===== src/rtl/axis_pkt_check.sv =====
// axis_pkt_check: AXI-stream sink that checks N-beat packet length and builds per-packet checksums; define AXIS_CHK_ROTATE_EN for an order-sensitive rotate-XOR checksum
module axis_pkt_check #(
  parameter int N            = 16,
  parameter int DATAW        = 64,
  parameter int STALL_PERIOD = 4,
  parameter int CNTW         = 16
) (
  input  logic             clk,
  input  logic             s_rst_n,
  input  logic [DATAW-1:0] s_axis_data,
  input  logic             s_axis_vld,
  input  logic             s_axis_last,
  output logic             s_axis_rdy,
  input  logic             stall_en,
  output logic [CNTW-1:0]  pkt_cnt,
  output logic [CNTW-1:0]  len_err_cnt,
  output logic [DATAW-1:0] checksum,
  output logic             checksum_vld,
  output logic             busy
);
  localparam int BW = $clog2(N) + 1;
  localparam int SW = $clog2(STALL_PERIOD);
  localparam logic [BW-1:0] BN = BW'(N);
  localparam logic [SW-1:0] SL = SW'(STALL_PERIOD - 1);
  typedef enum logic {IDLE, OPEN} state_t;
  state_t state, state_nxt;
  logic [SW-1:0] sc, sc_nxt;
  logic [BW-1:0] bc;
  logic [DATAW-1:0] acc, acc_nxt;
  logic err, beat, bad;
  assign beat   = s_axis_vld && s_axis_rdy;
  assign sc_nxt = sc == SL ? '0 : sc + 1'b1;
  assign bad    = err || bc < BN - 1'b1;
`ifdef AXIS_CHK_ROTATE_EN
  assign acc_nxt = {acc[DATAW-2:0], acc[DATAW-1]} ^ s_axis_data;
`else
  assign acc_nxt = acc ^ s_axis_data;
`endif
  // packet open/closed state register
  always_ff @(posedge clk)
    state <= !s_rst_n ? IDLE : state_nxt;
  // next state follows each accepted beat; busy while a packet is open
  always_comb begin
    state_nxt = beat ? (s_axis_last ? IDLE : OPEN) : state;
    busy      = state == OPEN;
  end
  // free-running stall counter and registered ready, low when the next count is the last slot
  always_ff @(posedge clk) begin
    if (!s_rst_n) begin
      sc         <= '0;
      s_axis_rdy <= 1'b0;
    end else begin
      sc         <= sc_nxt;
      s_axis_rdy <= !(stall_en && sc_nxt == SL);
    end
  end
  // beat counting, length-error flagging, checksum accumulation and saturating counters
  always_ff @(posedge clk) begin
    if (!s_rst_n) begin
      bc           <= '0;
      err          <= 1'b0;
      acc          <= '0;
      pkt_cnt      <= '0;
      len_err_cnt  <= '0;
      checksum     <= '0;
      checksum_vld <= 1'b0;
    end else begin
      checksum_vld <= beat && s_axis_last;
      if (beat && s_axis_last) begin
        bc       <= '0;
        err      <= 1'b0;
        acc      <= '0;
        checksum <= acc_nxt;
        pkt_cnt  <= pkt_cnt == '1 ? pkt_cnt : pkt_cnt + 1'b1;
        if (bad) len_err_cnt <= len_err_cnt == '1 ? len_err_cnt : len_err_cnt + 1'b1;
      end else if (beat) begin
        acc <= acc_nxt;
        if (bc != BN) bc <= bc + 1'b1;
        if (bc == BN - 1'b1) err <= 1'b1;
      end
    end
  end
endmodule


===== config.mk =====
export PLATFORM = sky130hd
export DESIGN_NAME = axis_pkt_check
export DESIGN_NICKNAME = d
export VERILOG_FILES = /design/src/rtl/axis_pkt_check.sv
export SDC_FILE = /design/constraint.sdc
export NUM_CORES = 1
export LEC_CHECK = 0
export CAP_MARGIN = 10
export CORE_ASPECT_RATIO = 2
export CORE_UTILIZATION = 50
export CTS_CLUSTER_DIAMETER = 40
export DETAILED_ROUTE_END_ITERATION = 8
export GPL_TIMING_DRIVEN = 1
export PLACE_DENSITY_LB_ADDON = 0.1
export RECOVER_POWER = 50
export SYNTH_ARGS = -nofsm -noshare
export SYNTH_HDL_FRONTEND = slang
export SYNTH_SLANG_ARGS = --single-unit

===== constraint.sdc =====
create_clock -name clk -period 2.07 [get_ports clk]
set_clock_uncertainty 0.15 [all_clocks]
set_input_delay 0.207 -clock clk [delete_from_list [all_inputs] [get_ports clk]]
set_output_delay 0.207 -clock clk [all_outputs]
set_load 0.02 [all_outputs]

==> results of run 1 <==
cell type report:
| cell class | instances | share of cell area, % |
|---|---|---|
| Multi-Input combinational cell | 564 | 36.05 |
| Inverter | 6 | 0.2488 |
| Tap cell | 189 | 2.475 |
| Clock buffer | 18 | 4.596 |
| Clock inverter | 13 | 1.309 |
| Timing Repair Buffer | 185 | 19.50 |
| Sequential cell | 171 | 35.83 |
cells in the mapped netlist (2+ instances only):
master | number | area, µm²
a211oi_1 | 65 | 488.0
a21oi_1 | 10 | 50.05
a31oi_1 | 2 | 12.51
and2_1 | 2 | 12.51
and3_1 | 7 | 43.79
buf_1 | 3 | 11.26
buf_2 | 11 | 55.05
clkbuf_1 | 29 | 108.9
dfxtp_1 | 171 | 3423
ha_1 | 6 | 75.07
inv_1 | 5 | 18.77
mux2i_1 | 2 | 20.02
nand2_1 | 81 | 304.0
nand2b_1 | 2 | 12.51
nand3_1 | 15 | 75.07
nand4_1 | 11 | 68.82
nor2_1 | 164 | 615.6
nor2b_1 | 2 | 12.51
nor3_1 | 8 | 40.04
nor3b_1 | 2 | 15.01
nor4_1 | 5 | 31.28
o21ai_0 | 6 | 30.03
o311ai_0 | 2 | 17.52
o41ai_1 | 2 | 17.52
or3_1 | 5 | 31.28
xnor2_1 | 80 | 700.7
xor2_1 | 71 | 621.9
layer usage:
layer	part of all wire, %	wire, µm	GRT usage [%]
met1	38	6190	23.80
met2	54	8910	42.17
met3	5.4	880	6.111
met4	2.3	373	9.783
met5	0	0	0
power by group through the flow:
stage | Sequential (W) | Clock (W) | Combinational (W)
floorplan | 0.00370 | 0 | 0.000447
global placement | 0.00362 | 0 | 0.000937
detailed placement | 0.00363 | 0 | 0.000959
CTS | 0.00356 | 0.00307 | 0.000966
global route | 0.00358 | 0.00321 | 0.00102
finish | 0.00356 | 0.00302 | 0.000936
state kept, by name (all words and copies together), names as in the netlist:
name          count
busy              1
checksum         64
checksum_vld      1
s_axis_rdy        1
pkt_cnt          16
acc              64
bc                5
sc                2
len_err_cnt      16
err               1
per-stage QoR:
stage                     cell area (µm²)  worst slack, ps  hold slack (ps)  utilization, %  TNS [ps]
after floorplan                      7058            222.8            152.9               -         0
after global placement               8999           -9.158            284.4           65.14    -18.21
after detailed placement             8999           -74.13            305.5           65.14    -140.2
after CTS                            9563            142.0            232.8           69.22         0
after global routing                 9555            35.21            245.5           69.17         0
final                                9555            154.7            254.1           69.17         0
worst register-to-register path, delay by kind of cell, from the launching register on:
kind,cells,cell delay (ps)
compound gates,1,300
xor+xnor,1,160
flops,1,450
simple gates,3,720
kinds of logic (layout without fill, tap and decap cells):
| group | Yosys count | after routing |
|---|---|---|
| flops | 171 | 171 |
| buf+inv | 49 | 222 |
| mux | 2 | 2 |
| fa+ha+maj | 6 | 6 |
| simple gates | 312 | 312 |
| xor+xnor | 151 | 151 |
| compound gates | 93 | 93 |
final timing paths:
| kind | endpoint | cells after the start |
|---|---|---|
| max | pkt_cnt[0] | 5 |
| min | s_axis_rdy | 2 |
| max reg2reg | pkt_cnt[0] | 5 |
| min reg2reg | sc[0] | 1 |
==> qor.yml, run 1 <==
grt:
  track_usage_pct: 22.87
  grt_max_degree: 109
  grt_pass1_vias: 5874
  overflow: 0
  grt_pass1_wl_um: 26530
  antenna_found_initial: 0
critical_path:
  critPathMaxStageDelay_ps: 460
  end_kind: "flop"
  critPathBufInv: 0
  arrival_ps: 2040
  cp-start-kind: "flop"
  critPathSlowestCell: "and2_0"
  crit_type: "reg2reg"
  regToRegSetupSlack_ps: 150
  required_ps: 2200
  crit_chain: "and2_0 -> nand2_1 -> a31oi_1 -> xnor2_1 -> nor2_1"
  critPathMaxFanout: 5
  crit_start: "s_axis_rdy"
  rr_startpoint: "s_axis_rdy"
  critPathTopFamily: "simple AND/OR/NAND/NOR gates"
status:
  outcome: "completed"
floorplanning:
  die_w_um: 86.01
  die_h_um: 170.0
  core_area_mm2: 0.01381
  die_area_mm2: 0.01462
  ios: 168
  rows: 61
  initial_core_util_pct: 51.09
yosys:
  synthAdderAreaFrac_pct: 1.064
  synth_cells: 784
  synth_seq_cells: 171
  synth_warnings: 0
  ys.flop_type: "dfxtp_1"
  syn_nets: 859
  ys_seq_area_share_pct: 48.50
  synth.area.mux_share_pct: 0.2836
  syn-cell-area_mm2: 0.007058
  syn_avg_cell_area_um2: 9.003
  yosys.area_share.xor_xnor_pct: 18.74
  synth_top_family_by_area: "simple AND/OR/NAND/NOR gates"
  synth_enable_flop_cells: 0
  synth_simple_gate_area_share_pct: 19.09
  synth_compound_area_share_pct: 9.520
  synth.distinct_cells: 42
  synth-async-reset-ratio_pct: 0
layout:
  nets: 1020
  drive_gt1_share_pct: 5.956
  register_area_mm2: 0.003423
  fillCellCount: 1098
  final_common_cell: "dfxtp_1"
  multi_input_area_mm2: 0.003445
  syn2layout_area_growth_pct: 35.38
  antenna_cells: 0
  final_cells: 1146
  mostFrequentLayoutCells: "171 x dfxtp_1, 164 x nor2_1, 117 x clkdlybuf4s50_1"
power:
  p_leak_nw: 3.545
  power_density_mw_per_mm2: 785.8
  power_switching_w: 0.001980
  seq_power_share_pct: 47.4
  power_frac_clock_pct: 40.2
  power_w: 0.007509
  pwr-share-comb_pct: 12.5
  swShare_pct: 26.36
  irDropWorstVdd_mv: 0.6481
  p_int_w: 0.005529
sta:
  drv_slew: 0
  hold_violations: 0
  fin_crit_sh_pct: 92.53
  relSlewSlack_pct: 54.91
  worst_slew_pin_slew_ps: 676.4
  setup_viol: 0
  fin_crit_ps: 1915
  grt_setup_unrepaired: "false"
  max_freq_ghz: 0.5221
clock_network:
  hold_buffers: 0
  cts_made_buffers: 17
  cts.sinks: 171
  root_buffer: "clkbuf_16"
  cts_buffer_depth: 2
  clk-insertion-delay-late_ps: 420
  cts_resized: 0
  cts_tree: "yes"
  postCtsSetupBuffers: 0
  cts.clk_slew.worst_paths_ps: 70
  h-tree-depth: 4
drt:
  avgRoutedWirePerCell_um: 14.27
  drt_iter0_drc: 212
  detail-route-antenna-nets: 0
  vias: 5875
  drc: 0
  routed_wl_um: 16350
  routed_via_density: 5.127
  drt_pass1_iterations: 6
place:
  portBuffers: 167
  dp_hpwl_um: 11530
  dp_cells: 1115
  place.gp.congestion: 0.8572
worst_hold_path:
  min_path_type: "in2reg"
  holdCritStartpoint: "stall_en"
run:
  maxCapViolCount: 0
Note: power is estimated with default switching activity, not from simulation.
==> run 2, diff against run 1 <==
--- a/config.mk
+++ b/config.mk
@@ -8,10 +8,12 @@
 export CAP_MARGIN = 10
 export CORE_ASPECT_RATIO = 2
 export CORE_UTILIZATION = 50
+export CTS_BUF_LIST = sky130_fd_sc_hd__clkbuf_4 sky130_fd_sc_hd__clkbuf_8 sky130_fd_sc_hd__clkbuf_16
 export CTS_CLUSTER_DIAMETER = 40
 export DETAILED_ROUTE_END_ITERATION = 8
 export GPL_TIMING_DRIVEN = 1
-export PLACE_DENSITY_LB_ADDON = 0.1
+export HOLD_SLACK_MARGIN = 0.12
+export PLACE_DENSITY_LB_ADDON = 0.05
 export RECOVER_POWER = 50
 export SYNTH_ARGS = -nofsm -noshare
 export SYNTH_HDL_FRONTEND = slang
==> qor.yml, run 2 (synthesized netlist as in run 1, its figures left out) <==
floorplanning:
  ios: 168
  die_w_um: 86.01
  die_area_mm2: 0.01462
  core_area_mm2: 0.01381
  rows: 61
  initial_core_util_pct: 51.09
  die_h_um: 170.0
place:
  dp_slack_ps: -47.15
  portBuffers: 167
  place.gp.congestion: 0.8606
  dp_hpwl_um: 12080
power:
  irDropWorstVdd_mv: 0.6353
  power_density_mw_per_mm2: 805.2
  p_leak_nw: 3.512
  power_w: 0.007702
drt:
  avgRoutedWirePerCell_um: 14.60
  vias: 5908
  routed_wl_um: 16850
  drt_iter0_drc: 184
  drc: 0
  routed_via_density: 5.120
  detail-route-antenna-nets: 0
  drt_pass1_iterations: 4
sta:
  fin_crit_ps: 1919
  grt_setup_unrepaired: "false"
  setup_tns_ps: 0
  max_freq_ghz: 0.5211
  relSlewSlack_pct: 36.63
  hold_violations: 0
  worst_slew_pin_slew_ps: 950.6
  fin_crit_sh_pct: 92.71
  setup_ws_ps: 150.9
  drv_slew: 0
  setup_viol: 0
layout:
  top_regs: "acc (64), checksum (64)"
  drive_gt1_share_pct: 6.528
  final_common_cell: "dfxtp_1"
  nets: 1027
  mostFrequentLayoutCells: "171 x dfxtp_1, 164 x nor2_1, 140 x clkdlybuf4s50_1"
  final_util_pct: 69.24
  syn2layout_area_growth_pct: 35.53
  antenna_cells: 0
clock_network:
  h-tree-depth: 4
  hold_buffers: 0
  cts_tree: "yes"
  cts.sinks: 171
  cts_resized: 0
  cts_buffer_depth: 2
  cts.clk_slew.worst_paths_ps: 60
  root_buffer: "clkbuf_16"
  postCtsSetupBuffers: 0
  clk-insertion-delay-late_ps: 410
  cts_made_buffers: 17
grt:
  antenna_found_initial: 0
  track_usage_pct: 23.58
  grt_pass1_vias: 5949
  overflow: 0
  grt_pass1_wl_um: 27440
  grt_max_degree: 58
run:
  maxCapViolCount: 0
critical_path:
  required_ps: 2210
  end_kind: "flop"
  crit_type: "reg2reg"
  cp-start-kind: "flop"
  critPathMaxFanout: 4
  arrival_ps: 2060
worst_hold_path:
  min_path_type: "in2reg"
status:
  outcome: "completed"
==> run 2: cell types whose count changed in the layout (fill, tap and decap cells not counted), moves of 2 or more <==
cell | previous run | this run
buf_12 | 5 | 0
buf_4 | 11 | 18
clkbuf_1 | 1 | 3
clkbuf_4 | 0 | 2
clkdlybuf4s50_1 | 117 | 140
clkinvlp_4 | 3 | 0
dlygate4sd3_1 | 50 | 27
inv_6 | 6 | 8
==> run 2: critical path, stage by stage, from the launching register on <==
cell and delay [ps]:
dfxtp_1 400, ha_1 230, and2_1 180, nand3_1 190, nor4b_1 410, xnor2_1 180, nor2_1 60
==> run 2: layout make-up <==
type,count,area (µm²)
Inverter,6,23.77
Multi-Input combinational cell,564,3443
Clock inverter,13,142.6
Sequential cell,171,3423
Tap cell,189,236.5
Fill cell,1134,4249
Clock buffer,19,452.9
Timing Repair Buffer,192,1843
==> run 2: power by group <==
group / internal (W) / total [W] / leakage [nW] / switching, W
Sequential: 0.00344 / 0.00356 / 1.39 / 0.000113
Combinational: 0.000467 / 0.000938 / 1.82 / 0.000471
Clock: 0.00178 / 0.00321 / 0.297 / 0.00142
==> run 2: metrics by stage <==
step,hold slack [ps],area [µm²],instances
2_1_floorplan,152.9,7058,784
3_3_place_gp,285.2,9001,1122
3_5_place_dp,309.5,9001,1122
4_1_cts,241.0,9597,1154
5_1_grt,277.0,9565,1154
6_report,267.8,9565,1154
==> run 2: path summary, 6_finish.rpt <==
check                      start        endpoint  depth (start not counted)  slack, ps
setup / recovery  len_err_cnt[0]  len_err_cnt[8]                          6        150
hold / removal          stall_en      s_axis_rdy                          2        270
setup reg to reg  len_err_cnt[0]  len_err_cnt[8]                          6        150
hold reg to reg             busy            busy                          2        320
==> run 2: per-layer routing <==
layer  vias up  share of wire [%]  GRT usage (%)
met5         -                  0              0
met4         0                2.1          7.826
met3        30                4.5          5.189
met2       158                 55          44.51
met1      2781                 38          25.26
li1       2939                  -              -
==> RTL change 1: new RTL, settings of run 2 <==
Put one more register stage on the output `len_err_cnt`, with the module's reset. The value now appears one clock later. The other outputs are not delayed to match.
--- a/src/rtl/axis_pkt_check.sv
+++ b/src/rtl/axis_pkt_check.sv
@@ -23,6 +23,8 @@
   localparam logic [BW-1:0] BN = BW'(N);
   localparam logic [SW-1:0] SL = SW'(STALL_PERIOD - 1);
   typedef enum logic {IDLE, OPEN} state_t;
+
+  logic [CNTW-1:0] len_err_cnt_s0;
   state_t state, state_nxt;
   logic [SW-1:0] sc, sc_nxt;
   logic [BW-1:0] bc;
@@ -61,7 +63,7 @@
       err          <= 1'b0;
       acc          <= '0;
       pkt_cnt      <= '0;
-      len_err_cnt  <= '0;
+      len_err_cnt_s0 <= '0;
       checksum     <= '0;
       checksum_vld <= 1'b0;
     end else begin
@@ -72,7 +74,7 @@
         acc      <= '0;
         checksum <= acc_nxt;
         pkt_cnt  <= pkt_cnt == '1 ? pkt_cnt : pkt_cnt + 1'b1;
-        if (bad) len_err_cnt <= len_err_cnt == '1 ? len_err_cnt : len_err_cnt + 1'b1;
+        if (bad) len_err_cnt_s0 <= len_err_cnt_s0 == '1 ? len_err_cnt_s0 : len_err_cnt_s0 + 1'b1;
       end else if (beat) begin
         acc <= acc_nxt;
         if (bc != BN) bc <= bc + 1'b1;
@@ -80,5 +82,13 @@
       end
     end
   end
+  always_ff @(posedge clk) begin
+    if (!s_rst_n) begin
+      len_err_cnt <= '0;
+    end else begin
+      len_err_cnt <= len_err_cnt_s0;
+    end
+  end
+
 endmodule
 
Check against the original RTL: not equivalent (Yosys sat finds a counterexample within 4 cycles, from zero or initial values and one cycle with s_rst_n low).
==> RTL change 1 against run 2 <==
  * Core utilization increased by 0.47 points
  * Power is 3.6% higher
  * Sequential cell count grew 16
  * Synthesized cell count increased by 2.7%
  * Routed wire length increased by 7.0%
  * Design area grew 5.2%
  * Count of clock-buffer cells in the layout stayed put
  * Area after synthesis is 5.2% higher
  * Worst setup slack got worse by 61 ps
==> RTL change 1: results (changes against run 2) <==
[metrics] start point of the critical path: len_err_cnt_s0[0] (was len_err_cnt[0])
[metrics] Via density: 5.14 (was 5.12)
[metrics] number of library cell types mapped by synthesis: 38 (was 42)
[metrics] worst slew pin tran: 768 ps (was 951 ps)
[metrics] Detailed Route Iter0 Violations: 253 (was 184)
[metrics] highest net fanout along the worst path: 3 (was 4)
[metrics] reg2reg path depth: 7 (was 6)
[metrics] status: completed (unchanged)
[metrics] net count after synthesis: 880 (was 859)
[metrics] RePlAce Congestion: 0.854 (was 0.861)
[metrics] Synth area leaders: sky130_fd_sc_hd__dfxtp_1 50%, sky130_fd_sc_hd__xor2_1 9.2%, sky130_fd_sc_hd__nor2_1 8.8%, sky130_fd_sc_hd__xnor2_1 8.3%, sky130_fd_sc_hd__a211oi_1 6.7% (was sky130_fd_sc_hd__dfxtp_1 49%, sky130_fd_sc_hd__xnor2_1 9.9%, sky130_fd_sc_hd__xor2_1 8.8%, sky130_fd_sc_hd__nor2_1 8.7%, sky130_fd_sc_hd__a211oi_1 6.9%)
[metrics] Overall Global Routing Usage: 23.8% (was 23.6%)
[metrics] Critical Path End: len_err_cnt_s0[11] (was len_err_cnt[8])
[metrics] pin count of the biggest net entering global routing: 63 (was 58)
[metrics] total met2 wirelength after detailed routing: 10200 um (was 9270 um)
[metrics] Nets: 1057 (was 1027)
[metrics] FF-to-FF Start: len_err_cnt_s0[0] (was len_err_cnt[0])
[metrics] placed wire-length estimate: 12900 um (was 12100 um)
[metrics] setup slack after placement: -232 ps (was -47.1 ps)
[metrics] minimum clock period: 1980 ps (was 1920 ps)
[metrics] sequential area share after synthesis: 50.4% (was 48.5%)
[metrics] initial antenna violation count: 1 (was 0)
[metrics] drt total wl: 18000 um (was 16800 um)
[metrics] average routed wire per standard cell: 15.2 um (was 14.6 um)
[metrics] leakage power summed over all cells: 3.75 nW (was 3.51 nW)
[metrics] metal1 wirelength: 6540 um (was 6470 um)
## RTL change 1: worst max-delay path, cell delays in order, from the launching register on
cell                      delay [ps]
sky130_fd_sc_hd__dfxtp_1         350
sky130_fd_sc_hd__ha_1            190
sky130_fd_sc_hd__nand3_1         210
sky130_fd_sc_hd__nor3_1          300
sky130_fd_sc_hd__nor3_2           80
sky130_fd_sc_hd__buf_4           160
sky130_fd_sc_hd__nand4_1          90
sky130_fd_sc_hd__mux2_2          340
## RTL change 1: area by class of cell
class / count / area (um2)
Antenna cell: 1 / 2.50
Clock buffer: 19 / 453
Clock inverter: 13 / 120
Fill cell: 1215 / 4370
Inverter: 6 / 23.8
Multi-Input combinational cell: 570 / 3530
Sequential cell: 187 / 3750
Tap cell: 192 / 240
Timing Repair Buffer: 200 / 1940
## RTL change 1: kinds of logic (layout without fill, tap and decap cells)
logic type               after synthesis  in the layout  share of synthesized area [%]
buffers and inverters                 48            238                           2.48
other                                  0              1                              0
flip-flops                           187            187                           50.4
AO/OA/AOI/OAI                         85             85                           8.56
XOR/XNOR                             148            148                           17.5
multiplexers                          11             11                           1.63
AND/OR/NAND/NOR                      320            320                           18.4
adder cells (fa/ha/maj)                6              6                           1.01
## RTL change 1: power by group
part / total [mW] / leakage (nW) / switching [mW] / internal (mW)
logic: 0.966 / 1.94 / 0.483 / 0.482
registers: 3.87 / 1.52 / 0.115 / 3.75
clock network: 3.15 / 0.287 / 1.49 / 1.66
## RTL change 1: timing repair
action                                  CTS  global route
gates resized for setup                   0             7
endpoints found under the setup margin    0            12
setup buffers                             0             0
## RTL change 1: metal layers
metal,GRT usage (%),vias to the layer above
li1,-,3013
met1,23.9,2867
met2,43.9,186
met3,4.89,37
met4,12.9,0
met5,0,-
==> RTL change 2: new RTL, settings of run 2 <==
Made on the original files. Set the parameter `DATAW` to 96 (it was 64).
--- a/src/rtl/axis_pkt_check.sv
+++ b/src/rtl/axis_pkt_check.sv
@@ -1,7 +1,7 @@
 // axis_pkt_check: AXI-stream sink that checks N-beat packet length and builds per-packet checksums; define AXIS_CHK_ROTATE_EN for an order-sensitive rotate-XOR checksum
 module axis_pkt_check #(
   parameter int N            = 16,
-  parameter int DATAW        = 64,
+  parameter int DATAW        = 96,
   parameter int STALL_PERIOD = 4,
   parameter int CNTW         = 16
 ) (
Interface: changed (resized checksum and s_axis_data); port bits go from 168 to 232. No check against the original RTL was run, so the function may have changed too.
==> RTL change 2 against run 2 <==
  * Worst setup slack worse by 67 ps
  * Design area grew 40%
  * Count of clock-buffer cells in the layout grew 15
  * Clock power up 36%
  * Area after synthesis up 38%
  * Routed wire length up 41%
  * First-iteration DRC count is 53% higher
  * Sequential cell count rose by 64
  * Sequential share of layout area down 0.59 points
  * Non-clock buffer count is 83 higher
  * Power grew 39%
  * Core utilization rose by 1.4 points
  * Synthesized cell count increased by 38%
  * Largest cell class unchanged
==> RTL change 2: results (changes against run 2) <==
[metrics] status: completed (unchanged)
[metrics] final non-filler cell total: 1585 (was 1154)
[metrics] slack of the worst reg-to-reg path: 110 ps (was 150 ps)
[metrics] pin count of the biggest net entering global routing: 87 (was 58)
[metrics] reg2reg path depth: 5 (was 6)
[metrics] Worst R2R End: len_err_cnt[12] (was len_err_cnt[8])
[metrics] worst vdd rail ir drop: 0.687 mV (was 0.635 mV)
[metrics] Critical Path End: len_err_cnt[10] (was len_err_cnt[8])
[metrics] global-route met3 utilization: 4.76% (was 5.19%)
[metrics] number of buffers added by the clock tree synthesis step: 23 (was 17)
[metrics] Placed Cells: 1541 (was 1122)
[metrics] Detailed Route Iter0 Violations: 282 (was 184)
[metrics] Nets: 1420 (was 1027)
[metrics] Regs by FF count: acc x96, checksum x96 (was acc x64, checksum x64)
[metrics] met1 global-route usage: 25.8% (was 25.3%)
[metrics] number of library cell types mapped by synthesis: 37 (was 42)
[metrics] metal1 wirelength: 8990 um (was 6470 um)
[metrics] Post-DP Area: 12600 um2 (was 9000 um2)
[metrics] leakage power summed over all cells: 4.74 nW (was 3.51 nW)
[metrics] hold-fix buffers at CTS: 1 (was 0)
[metrics] sequential area share after synthesis: 48.3% (was 48.5%)
[metrics] proportion of layout cells with a drive suffix above 1: 7.22% (was 6.53%)
[metrics] met3 wirelength from detailed routing: 1300 um (was 760 um)
[metrics] RePlAce Congestion: 0.841 (was 0.861)
[metrics] setup slack after placement: -50.4 ps (was -47.1 ps)
[metrics] H-tree levels: 1 (was 4)
[metrics] deepest clock path buffer count: 3 (was 2)
[metrics] Cells after Synth: 1082 (was 784)
[metrics] Max Freq: 504 MHz (was 521 MHz)
[metrics] depth of the worst hold-timing path: 4 (was 2)
[metrics] average routed wire per standard cell: 15.0 um (was 14.6 um)
[metrics] Global Route met2 Usage: 45.1% (was 44.5%)
[metrics] Via density: 5.12 (about the same)
[metrics] most frequent cells after synthesis: 235 x sky130_fd_sc_hd__dfxtp_1, 204 x sky130_fd_sc_hd__nor2_1, 123 x sky130_fd_sc_hd__nand2_1, 99 x sky130_fd_sc_hd__xor2_1, 97 x sky130_fd_sc_hd__xnor2_1 (was 171 x sky130_fd_sc_hd__dfxtp_1, 164 x sky130_fd_sc_hd__nor2_1, 81 x sky130_fd_sc_hd__nand2_1, 80 x sky130_fd_sc_hd__xnor2_1, 71 x sky130_fd_sc_hd__xor2_1)
[metrics] largest incremental delay on the critical path: 660 ps (was 410 ps)
[metrics] Overall Global Routing Usage: 23.9% (was 23.6%)
[metrics] cell family contributing the most delay on the critical path: buffers and inverters (was simple AND/OR/NAND/NOR gates)
[metrics] highest net fanout along the worst path: 7 (was 4)
[metrics] number of port buffers: 231 (was 167)
-- RTL change 2: changes by cell type in the layout (fill, tap and decap cells not counted), sizes merged, moves of 20 or more --
cell	delta
buf	+20
clkdlybuf4s50	+90
a211oi	+31
nor2	+40
dlygate4sd3	-25
dfxtp	+64
xor2	+28
nand2	+41
-- RTL change 2: final cells by class --
| type | instances | area (um2) |
|---|---|---|
| inverters | 7 | 28.8 |
| fillers | 1516 | 5550 |
| clock inverters | 8 | 98.8 |
| clock buffers | 34 | 702 |
| repair buffers | 275 | 2750 |
| multi-input cells | 771 | 4770 |
| well taps | 255 | 319 |
| flip-flops and latches | 235 | 4710 |
-- RTL change 2: worst min-delay path by stage --
| stage | from | to | slack (ps) |
|---|---|---|---|
| 3_3_place_gp | sc[0] | sc[0] | 290 |
| 2_1_floorplan | stall_en | s_axis_rdy | 150 |
| 3_5_place_dp | sc[0] | sc[0] | 300 |
| 4_1_cts | s_axis_data[66] | checksum[66] | 210 |
| 5_1_grt | s_axis_data[62] | checksum[62] | 230 |
| 6_report | s_axis_data[66] | acc[66] | 230 |
-- RTL change 2: power by group through the flow --
stage               Clock (mW)  Sequential, mW  Combinational, mW
CTS                       4.46            4.91               1.46
floorplan                    0            5.12              0.653
finish                    4.36            4.91               1.42
global route              4.64            4.93               1.56
global placement             0            5.00               1.42
detailed placement           0            5.01               1.44
-- RTL change 2: logic make-up (layout without fill, tap and decap cells) --
kind of cell | count (synthesis) | count (layout) | synth area share [%]
AND/OR/NAND/NOR | 412 | 412 | 18.5
flip-flops | 235 | 235 | 48.3
XOR/XNOR | 196 | 196 | 17.6
AO/OA/AOI/OAI | 143 | 143 | 10.3
buffers and inverters | 76 | 324 | 3.11
multiplexers | 14 | 14 | 1.44
adder cells (fa/ha/maj) | 6 | 6 | 0.770
